--- src/rtl/wb_master_ctrl.sv ---
// Wishbone classic master: accepts one command at a time, runs the bus cycle with
// retry, timeout and bus-lock handling, and returns a tagged response.
`timescale 1ns/1ps

module wb_master_ctrl #(
   parameter int AW        = 32,
   parameter int DW        = 32,
   parameter int TW        = 16,
   parameter int MAX_RETRY = 3,
   parameter int TIMEOUT   = 64
) (
   input  logic            clk,
   input  logic            rst,

   input  logic            cmd_valid,
   output logic            cmd_ready,
   input  logic            cmd_we,
   input  logic [AW-1:0]   cmd_adr,
   input  logic [DW-1:0]   cmd_wdata,
   input  logic [DW/8-1:0] cmd_sel,
   input  logic            cmd_lock,
   input  logic [TW-1:0]   cmd_tag,

   output logic            rsp_valid,
   input  logic            rsp_ready,
   output logic [DW-1:0]   rsp_rdata,
   output logic [1:0]      rsp_status,
   output logic [TW-1:0]   rsp_tag,

   output logic [AW-1:0]   ADR_O,
   output logic [DW-1:0]   DAT_O,
   output logic [DW/8-1:0] SEL_O,
   output logic            WE_O,
   output logic [TW-1:0]   TGA_O,
   output logic            CYC_O,
   output logic            STB_O,
   output logic            LOCK_O,

   input  logic [DW-1:0]   DAT_I,
   input  logic            ACK_I,
   input  logic            ERR_I,
   input  logic            RTY_I
);

   localparam int TCW = $clog2(TIMEOUT + 1);

   localparam logic [1:0] ST_OK      = 2'b00;
   localparam logic [1:0] ST_ERR     = 2'b01;
   localparam logic [1:0] ST_RTY     = 2'b10;
   localparam logic [1:0] ST_TIMEOUT = 2'b11;

   typedef enum logic [2:0] {
      IDLE,
      LOCKED,
      STROBE,
      RETRY_GAP,
      RESP
   } state_t;

   state_t         state;
   logic [3:0]     retry_cnt;
   logic [TCW-1:0] tmo_cnt;
   logic           lock_req;

   // CYC_O still high in RESP can only mean a locked ACK, so it selects LOCKED vs IDLE.
   always_ff @(posedge clk or negedge rst) begin
      if (!rst) begin
         state      <= IDLE;
         cmd_ready  <= 1'b1;
         rsp_valid  <= 1'b0;
         rsp_rdata  <= '0;
         rsp_status <= ST_OK;
         rsp_tag    <= '0;
         ADR_O      <= '0;
         DAT_O      <= '0;
         SEL_O      <= '0;
         WE_O       <= 1'b0;
         TGA_O      <= '0;
         CYC_O      <= 1'b0;
         STB_O      <= 1'b0;
         LOCK_O     <= 1'b0;
         retry_cnt  <= '0;
         tmo_cnt    <= '0;
         lock_req   <= 1'b0;
      end else begin
         case (state)
            IDLE, LOCKED: begin
               if (cmd_valid) begin
                  ADR_O     <= cmd_adr;
                  DAT_O     <= cmd_wdata;
                  SEL_O     <= cmd_sel;
                  WE_O      <= cmd_we;
                  TGA_O     <= cmd_tag;
                  lock_req  <= cmd_lock;
                  LOCK_O    <= cmd_lock | (state == LOCKED);
                  CYC_O     <= 1'b1;
                  STB_O     <= 1'b1;
                  cmd_ready <= 1'b0;
                  retry_cnt <= '0;
                  tmo_cnt   <= '0;
                  state     <= STROBE;
               end
            end

            STROBE: begin
               if (ERR_I) begin
                  STB_O      <= 1'b0;
                  CYC_O      <= 1'b0;
                  LOCK_O     <= 1'b0;
                  rsp_rdata  <= '0;
                  rsp_status <= ST_ERR;
                  rsp_tag    <= TGA_O;
                  rsp_valid  <= 1'b1;
                  state      <= RESP;
               end else if (ACK_I) begin
                  STB_O      <= 1'b0;
                  CYC_O      <= lock_req;
                  LOCK_O     <= lock_req;
                  rsp_rdata  <= WE_O ? '0 : DAT_I;
                  rsp_status <= ST_OK;
                  rsp_tag    <= TGA_O;
                  rsp_valid  <= 1'b1;
                  state      <= RESP;
               end else if (RTY_I && (retry_cnt < 4'(MAX_RETRY))) begin
                  retry_cnt <= retry_cnt + 4'd1;
                  STB_O     <= 1'b0;
                  state     <= RETRY_GAP;
               end else if (RTY_I || (tmo_cnt >= TCW'(TIMEOUT - 1))) begin
                  STB_O      <= 1'b0;
                  CYC_O      <= 1'b0;
                  LOCK_O     <= 1'b0;
                  rsp_rdata  <= '0;
                  rsp_status <= RTY_I ? ST_RTY : ST_TIMEOUT;
                  rsp_tag    <= TGA_O;
                  rsp_valid  <= 1'b1;
                  state      <= RESP;
               end else if (tmo_cnt != '1) begin
                  tmo_cnt <= tmo_cnt + TCW'(1);
               end
            end

            RETRY_GAP: begin
               STB_O   <= 1'b1;
               tmo_cnt <= '0;
               state   <= STROBE;
            end

            RESP: begin
               if (rsp_ready) begin
                  rsp_valid <= 1'b0;
                  cmd_ready <= 1'b1;
                  state     <= CYC_O ? LOCKED : IDLE;
               end
            end

            default: begin
               state     <= IDLE;
               cmd_ready <= 1'b1;
               STB_O     <= 1'b0;
               CYC_O     <= 1'b0;
               LOCK_O    <= 1'b0;
               rsp_valid <= 1'b0;
            end
         endcase
      end
   end

endmodule

--- config.mk ---
export PLATFORM = sky130hd
export DESIGN_NAME = wb_master_ctrl
export DESIGN_NICKNAME = d
export VERILOG_FILES = /design/src/rtl/wb_master_ctrl.sv
export SDC_FILE = /design/constraint.sdc
export NUM_CORES = 1
export LEC_CHECK = 0
export CORE_MARGIN = 4
export CORE_UTILIZATION = 44
export CTS_BUF_LIST = sky130_fd_sc_hd__clkbuf_2 sky130_fd_sc_hd__clkbuf_4 sky130_fd_sc_hd__clkbuf_8
export DETAILED_ROUTE_END_ITERATION = 8
export GPL_TIMING_DRIVEN = 0
export PLACE_DENSITY = 0.93
export SLEW_MARGIN = 20
export SYNTH_ARGS = -nofsm -noshare
export SYNTH_HDL_FRONTEND = slang
export SYNTH_SLANG_ARGS = --single-unit
--- constraint.sdc ---
create_clock -name clk -period 2.6 [get_ports clk]
set_clock_uncertainty 0.2 [all_clocks]
set_input_delay 0.26 -clock clk [delete_from_list [all_inputs] [get_ports clk]]
set_output_delay 0.26 -clock clk [all_outputs]
set_load 0.05 [all_outputs]
==> results of run 1 <==
==> per-layer routing <==
metal | GRT usage, % | part of all wire (%) | routed length (um)
met3 | 8.88 | 9.4 | 1620
met2 | 37.8 | 52 | 9010
met1 | 22.9 | 36 | 6190
met5 | 0 | 0 | 0
met4 | 8.30 | 2.6 | 453
==> report_power, final <==
part           total (mW)  internal [mW]  switching [mW]
Clock                1.99           1.12           0.869
Sequential           4.18           3.52           0.656
Combinational        8.62           3.24            5.38
Total                14.8           7.87            6.91
==> flip-flops by register name (all words and copies together), names as in the netlist <==
signal and flops:
retry_cnt 4, rsp_tag 16, WE_O 1, TGA_O 16, lock_req 1, cmd_ready 1
DAT_O 32, CYC_O 1, rsp_rdata 32, LOCK_O 1, STB_O 1, tmo_cnt 7
rsp_valid 1, SEL_O 4, ADR_O 32, rsp_status 2, state 3
==> cell usage after synthesis (2+ instances only) <==
library cell and number:
buf_6 2, dfrtp_1 154, nor2b_1 4, clkbuf_1 4, a31oi_1 2, o21ai_0 7
inv_1 35, nor2_1 5, mux2_4 14, nand4_1 2, buf_2 12, a221oi_1 2
ha_1 2, mux2_1 2, mux2_2 92, nand3_1 3, a21oi_1 9, buf_4 4
nor3_1 3, mux2i_1 33, nand2_1 39
==> cells by family (layout without fill, tap and decap cells) <==
family	Yosys count	in the layout
multiplexers	141	141
AO/OA/AOI/OAI	31	31
buffers and inverters	57	355
adder cells (fa/ha/maj)	2	2
AND/OR/NAND/NOR	70	70
flip-flops	155	155
==> path summary, 6_finish.rpt <==
| kind | startpoint | to | slack, ns | cells past startpoint |
|---|---|---|---|---|
| worst min-delay path | rst | rsp_tag[15]$_DFFE_PN0P_ | 0.16 | 2 |
| worst max-delay path | state[1]$_DFFE_PN0P_ | CYC_O$_DFFE_PN0P_ | 0.28 | 5 |
| min in group clk | DAT_I[12] | rsp_rdata[12]$_DFFE_PN0P_ | 0.16 | 3 |
| max in group asynchronous | rst | DAT_O[9]$_DFFE_PN0P_ | 1.26 | 3 |
| worst min register to register | cmd_ready$_DFFE_PN1P_ | cmd_ready$_DFFE_PN1P_ | 0.28 | 2 |
| worst max register to register | state[1]$_DFFE_PN0P_ | CYC_O$_DFFE_PN0P_ | 0.28 | 5 |
==> cell type report <==
class                   instances  area [sq um]
fillers                       942          4300
flip-flops and latches        155          3880
repair buffers                266          2690
multi-input cells             244          2200
clock buffers                  21           277
well taps                     180           225
clock inverters                11           168
inverters                      35           131
plain buffers                  22           128
==> stage by stage <==
step / instance area (sq um) / TNS, ns / utilization [%]
after floorplan: 6330 / 0 / -
after global placement: 9200 / -733.69 / 65.8
after detailed placement: 9240 / -1.05 / 66.0
after CTS: 9690 / 0 / 69.3
after global routing: 9690 / 0 / 69.3
final: 9690 / 0 / 69.3
==> impl_metrics.tcl, run 1 <==
set metrics [dict create \
    fin_crit_ns 2.32 \
    syn_avg_cell_area_sq_um 13.9 \
    final_hold_viol_count 0 \
    cp.required_ns 2.72 \
    synth-xor-area-share_pct 0 \
    setup_viol 0 \
    routed_wl_um 17300 \
    whs_ns 0.162 \
    initial_utilization_pct 45.3 \
    path_clk_slew_ns 0.08 \
    synthTopCellsByArea "dfrtp_1 61%, mux2_2 16%, mux2i_1 5.2%, mux2_4 3.3%, nand2_1 2.3%" \
    first_global_vias 5349 \
    rows 43 \
    post_cts_buffers 0 \
    drtAntennaViolNets 0 \
    htreeDepth 4 \
    maxCapViolations 0 \
    yosys.area.top_type_share_pct 60.8 \
    crit_buf_inv 1 \
    vias 4659 \
    syn_to_final_growth_pct 53.0 \
    status "finished clean" \
    cp_slowest_stage_delay_ns 0.54 \
    dp_hpwl_um 13200 \
    netlist_area_sq_um 6330 \
    cts_made_buffers 17 \
    cts_hold_buf 1 \
    cts_resized 0 \
    grt-ovfl-total 0 \
    yosysSeqAreaShare_pct 61.2 \
    synth_compound_area_share_pct 3.22 \
    fin_cells 934 \
    p_per_area_nw_per_um2 1530 \
    n_antenna_cell 0 \
    cp.arrival_ns 2.44 \
    dpl_worst_slack_ns -0.110 \
    dpl.cell_count 901 \
    die_w_um 128 \
    die-height_um 128 \
    synth_cell_types 47 \
    die_area_sq_um 16400 \
    io_pins 265 \
    synth.area.mux_share_pct 25.2 \
    setup_ws_ns 0.276 \
    slew_headroom_pct 46.8 \
    critPathMaxFanout 10 \
    nNetsFinal 868 \
    wl_per_cell_um 18.5 \
    irDropWorstVdd_v 0.000928 \
    synth_edf_count 0 \
    synth_top_family_by_area "multiplexers" \
    power.leakage_nw 4.25 \
    drc 0 \
    max_freq_mhz 430 \
    hp-class "primary input to async pin" \
    cts.sinks 155 \
    yosysWarnings 0 \
    synthArstFlopShare_pct 100 \
    synth-adder-area-share_pct 0.395 \
    crit_type "flop to flop" \
    grt_max_degree 84 \
    synth_top_cell_by_area "dfrtp_1" \
    clkLatencyLatePin_ns 0.44 \
    syn-instance-count 456 \
    yosys_register_bits 155 \
    avgViaCountPerCell 4.99 \
    layout_common_cells "263 x clkdlybuf4s50_1, 154 x dfrtp_1, 92 x mux2_2" \
    total_power_mw 14.8 \
    antenna_found_initial 0 \
    cts_tree "yes" \
    slowest_stage "nor2_2" \
    crit_path_end_kind "flop" \
    synthesis.nets 583 \
    portBuffers 264 \
    grt_pass1_wl_um 27400 \
    rsz0062_at_grt "no" \
    gp_congestion 0.897 \
    dr.pass1.iters 4 \
    cts-root-buf "clkbuf_8" \
    drive_gt1_share_pct 22.1 \
    slew_violations 0 \
    tightest_slew_ns 0.796 \
    final_common_cell "clkdlybuf4s50_1" \
    core_sq_um 14000 \
    synth-simple-area-share_pct 5.81 \
    fin_crit_sh_pct 89.4 \
    clockBufferDepth 2 \
    cp-start-kind "flop" \
    crit_family "simple AND/OR/NAND/NOR gates" \
    synthFlopType "dfrtp_1" \
    crit_chain "nand2b_1 -> nor2_2 -> buf_2 -> o22ai_1 -> mux2_2" \
    track_usage_pct 21.5 \
    first_iter_violations 173 \
]
Note: power is estimated with default switching activity, not from simulation.
==> inputs of run 2 (changes only) <==
--- a/config.mk
+++ b/config.mk
@@ -5,12 +5,14 @@
 export SDC_FILE = /design/constraint.sdc
 export NUM_CORES = 1
 export LEC_CHECK = 0
-export CORE_MARGIN = 4
+export CAP_MARGIN = 10
+export CORE_MARGIN = 2
 export CORE_UTILIZATION = 44
 export CTS_BUF_LIST = sky130_fd_sc_hd__clkbuf_2 sky130_fd_sc_hd__clkbuf_4 sky130_fd_sc_hd__clkbuf_8
 export DETAILED_ROUTE_END_ITERATION = 8
 export GPL_TIMING_DRIVEN = 0
 export PLACE_DENSITY = 0.93
+export SKIP_LAST_GASP = 1
 export SLEW_MARGIN = 20
 export SYNTH_ARGS = -nofsm -noshare
 export SYNTH_HDL_FRONTEND = slang
==> run 2 against run 1 <==
- clock power about the same
- register-to-register slack improved by 0.05 ns
- non-clock buffer count unchanged
- clock-buffer cell count decreased by 1
==> impl_metrics.tcl, run 2 (same netlist as run 1, synthesis figures left out) <==
set metrics [dict create \
    syn_to_final_growth_pct 52.9 \
    final_common_cell "clkdlybuf4s50_1" \
    p_per_area_nw_per_um2 1530 \
    io_pins 265 \
    track_usage_pct 23.0 \
    drive_gt1_share_pct 22.0 \
    path_clk_slew_ns 0.08 \
    dpl_cell_area_sq_um 9240 \
    cp-start-kind "flop" \
    cts_made_buffers 17 \
    cts.sinks 155 \
    fin_crit_ns 2.27 \
    post_cts_buffers 0 \
    gp_congestion 0.858 \
    final_hold_viol_count 0 \
    dpl_worst_slack_ns -0.0702 \
    r2r-start "state[1]$_DFFE_PN0P_" \
    layout_common_cells "263 x clkdlybuf4s50_1, 154 x dfrtp_1, 92 x mux2_2" \
    worst_r2r_endpoint "LOCK_O$_DFFE_PN0P_" \
    crit_family "simple AND/OR/NAND/NOR gates" \
    cts_tree "yes" \
    core_sq_um 14000 \
    irDropWorstVdd_v 0.000960 \
    n_antenna_cell 0 \
    status "finished clean" \
    first_iter_violations 185 \
    routed_wl_um 17400 \
    hp-class "primary input to async pin" \
    antenna_found_initial 0 \
    drtAntennaViolNets 0 \
    cp_slowest_stage_delay_ns 0.49 \
    rsz0062_at_grt "no" \
    grt-ovfl-total 0 \
    power.leakage_nw 4.25 \
    fin_crit_sh_pct 87.4 \
    maxCapViolations 0 \
    crit_buf_inv 1 \
    tightest_slew_ns 0.783 \
    die-height_um 124 \
    critPathMaxFanout 10 \
    die_w_um 124 \
    slowest_stage "nor2_2" \
    avgViaCountPerCell 5.08 \
    fin_area_sq_um 9680 \
    reg_top3 "ADR_O: 32 flops, DAT_O: 32 flops, rsp_rdata: 32 flops" \
    slew_violations 0 \
    max_freq_mhz 440 \
    crit_type "flop to flop" \
    fillers 974 \
    clockBufferDepth 2 \
    cp.required_ns 2.73 \
    slew_headroom_pct 47.7 \
    setup_viol 0 \
    htreeDepth 4 \
    wl_per_cell_um 18.6 \
    grt_pass1_wl_um 26300 \
    rows 43 \
    r2r_cells 5 \
    grt_max_degree 89 \
    die_area_sq_um 15400 \
    vias 4735 \
    crit_path_end_kind "flop" \
    drc 0 \
    clkLatencyLatePin_ns 0.45 \
    first_global_vias 5182 \
    portBuffers 264 \
    crit_chain "nand2b_1 -> nor2_2 -> buf_2 -> o22ai_1 -> mux2_2" \
    nNetsFinal 868 \
    dr.pass1.iters 4 \
    dp_hpwl_um 12900 \
    ff2ff_setup_slack_ns 0.33 \
    cts-root-buf "clkbuf_8" \
    setup_ws_ns 0.327 \
    initial_utilization_pct 45.3 \
    cp.arrival_ns 2.40 \
]
## run 2: cell type report
| class | count | area (sq um) | share of cell area (%) |
|---|---|---|---|
| clock buffers | 20 | 269 | 2.78 |
| clock inverters | 11 | 169 | 1.74 |
| plain buffers | 22 | 128 | 1.32 |
| inverters | 35 | 131 | 1.36 |
| well taps | 180 | 225 | 2.33 |
| repair buffers | 266 | 2690 | 27.7 |
| flip-flops and latches | 155 | 3880 | 40.1 |
| multi-input cells | 244 | 2200 | 22.7 |
## run 2: routing by layer
layer  vias up  global-route usage (%)  routed length [um]  part of all wire, %
met5         -                       0                   0                    0
met2       200                    42.1                9420                   54
met4         0                    10.8                 498                  2.9
li1       2135                       -                   -                    -
met3        40                    7.28                1280                  7.4
met1      2360                    23.8                6150                   35
## run 2: through the flow
step	TNS (ns)	hold WS, ns	util (%)	std cells	total power [mW]
2_1_floorplan	0	-0.236	-	456	9.83
5_1_grt	0	0.135	69.2	933	15.5
6_report	0	0.150	69.2	933	14.8
4_1_cts	0	0.126	69.2	933	14.9
3_3_place_gp	-729.74	0.263	65.8	900	12.6
3_5_place_dp	-0.584	0.0441	66.0	901	12.9
## run 2: where the power goes
part           switching [mW]  internal (mW)  total (mW)  leakage, nW
clock                   0.884           1.10        1.99        0.222
sequential              0.678           3.52        4.20         1.91
combinational            5.40           3.24        8.64         2.12
## run 2: worst max path at each step
stage | startpoint | endpoint | slack, ns | cells after the start
floorplan | retry_cnt[0]$_DFFE_PN0P_ | rsp_tag[8]$_DFFE_PN0P_ | 0.63 | 6
global placement | rst | ADR_O[16]$_DFFE_PN0P_ | -4.73 | 1
detailed placement | ACK_I | rsp_rdata[16]$_DFFE_PN0P_ | -0.07 | 5
CTS | state[1]$_DFFE_PN0P_ | LOCK_O$_DFFE_PN0P_ | 0.30 | 5
global route | state[1]$_DFFE_PN0P_ | LOCK_O$_DFFE_PN0P_ | 0.20 | 5
finish | state[1]$_DFFE_PN0P_ | LOCK_O$_DFFE_PN0P_ | 0.33 | 5
## run 2: what timing repair did
item                                    in CTS  in global routing
hold buffers                                 1                  0
resized for setup                            0                  0
endpoints found under the setup margin       0                  0
endpoints found under the hold margin       67                  0
## run 2: worst register-to-register path: cells and delay by family, from the launching register on
family | cells | cell delay, ns
buffers and inverters | 1 | 0.38
flip-flops | 1 | 0.40
multiplexers | 1 | 0.30
AND/OR/NAND/NOR | 2 | 0.71
AO/OA/AOI/OAI | 1 | 0.17
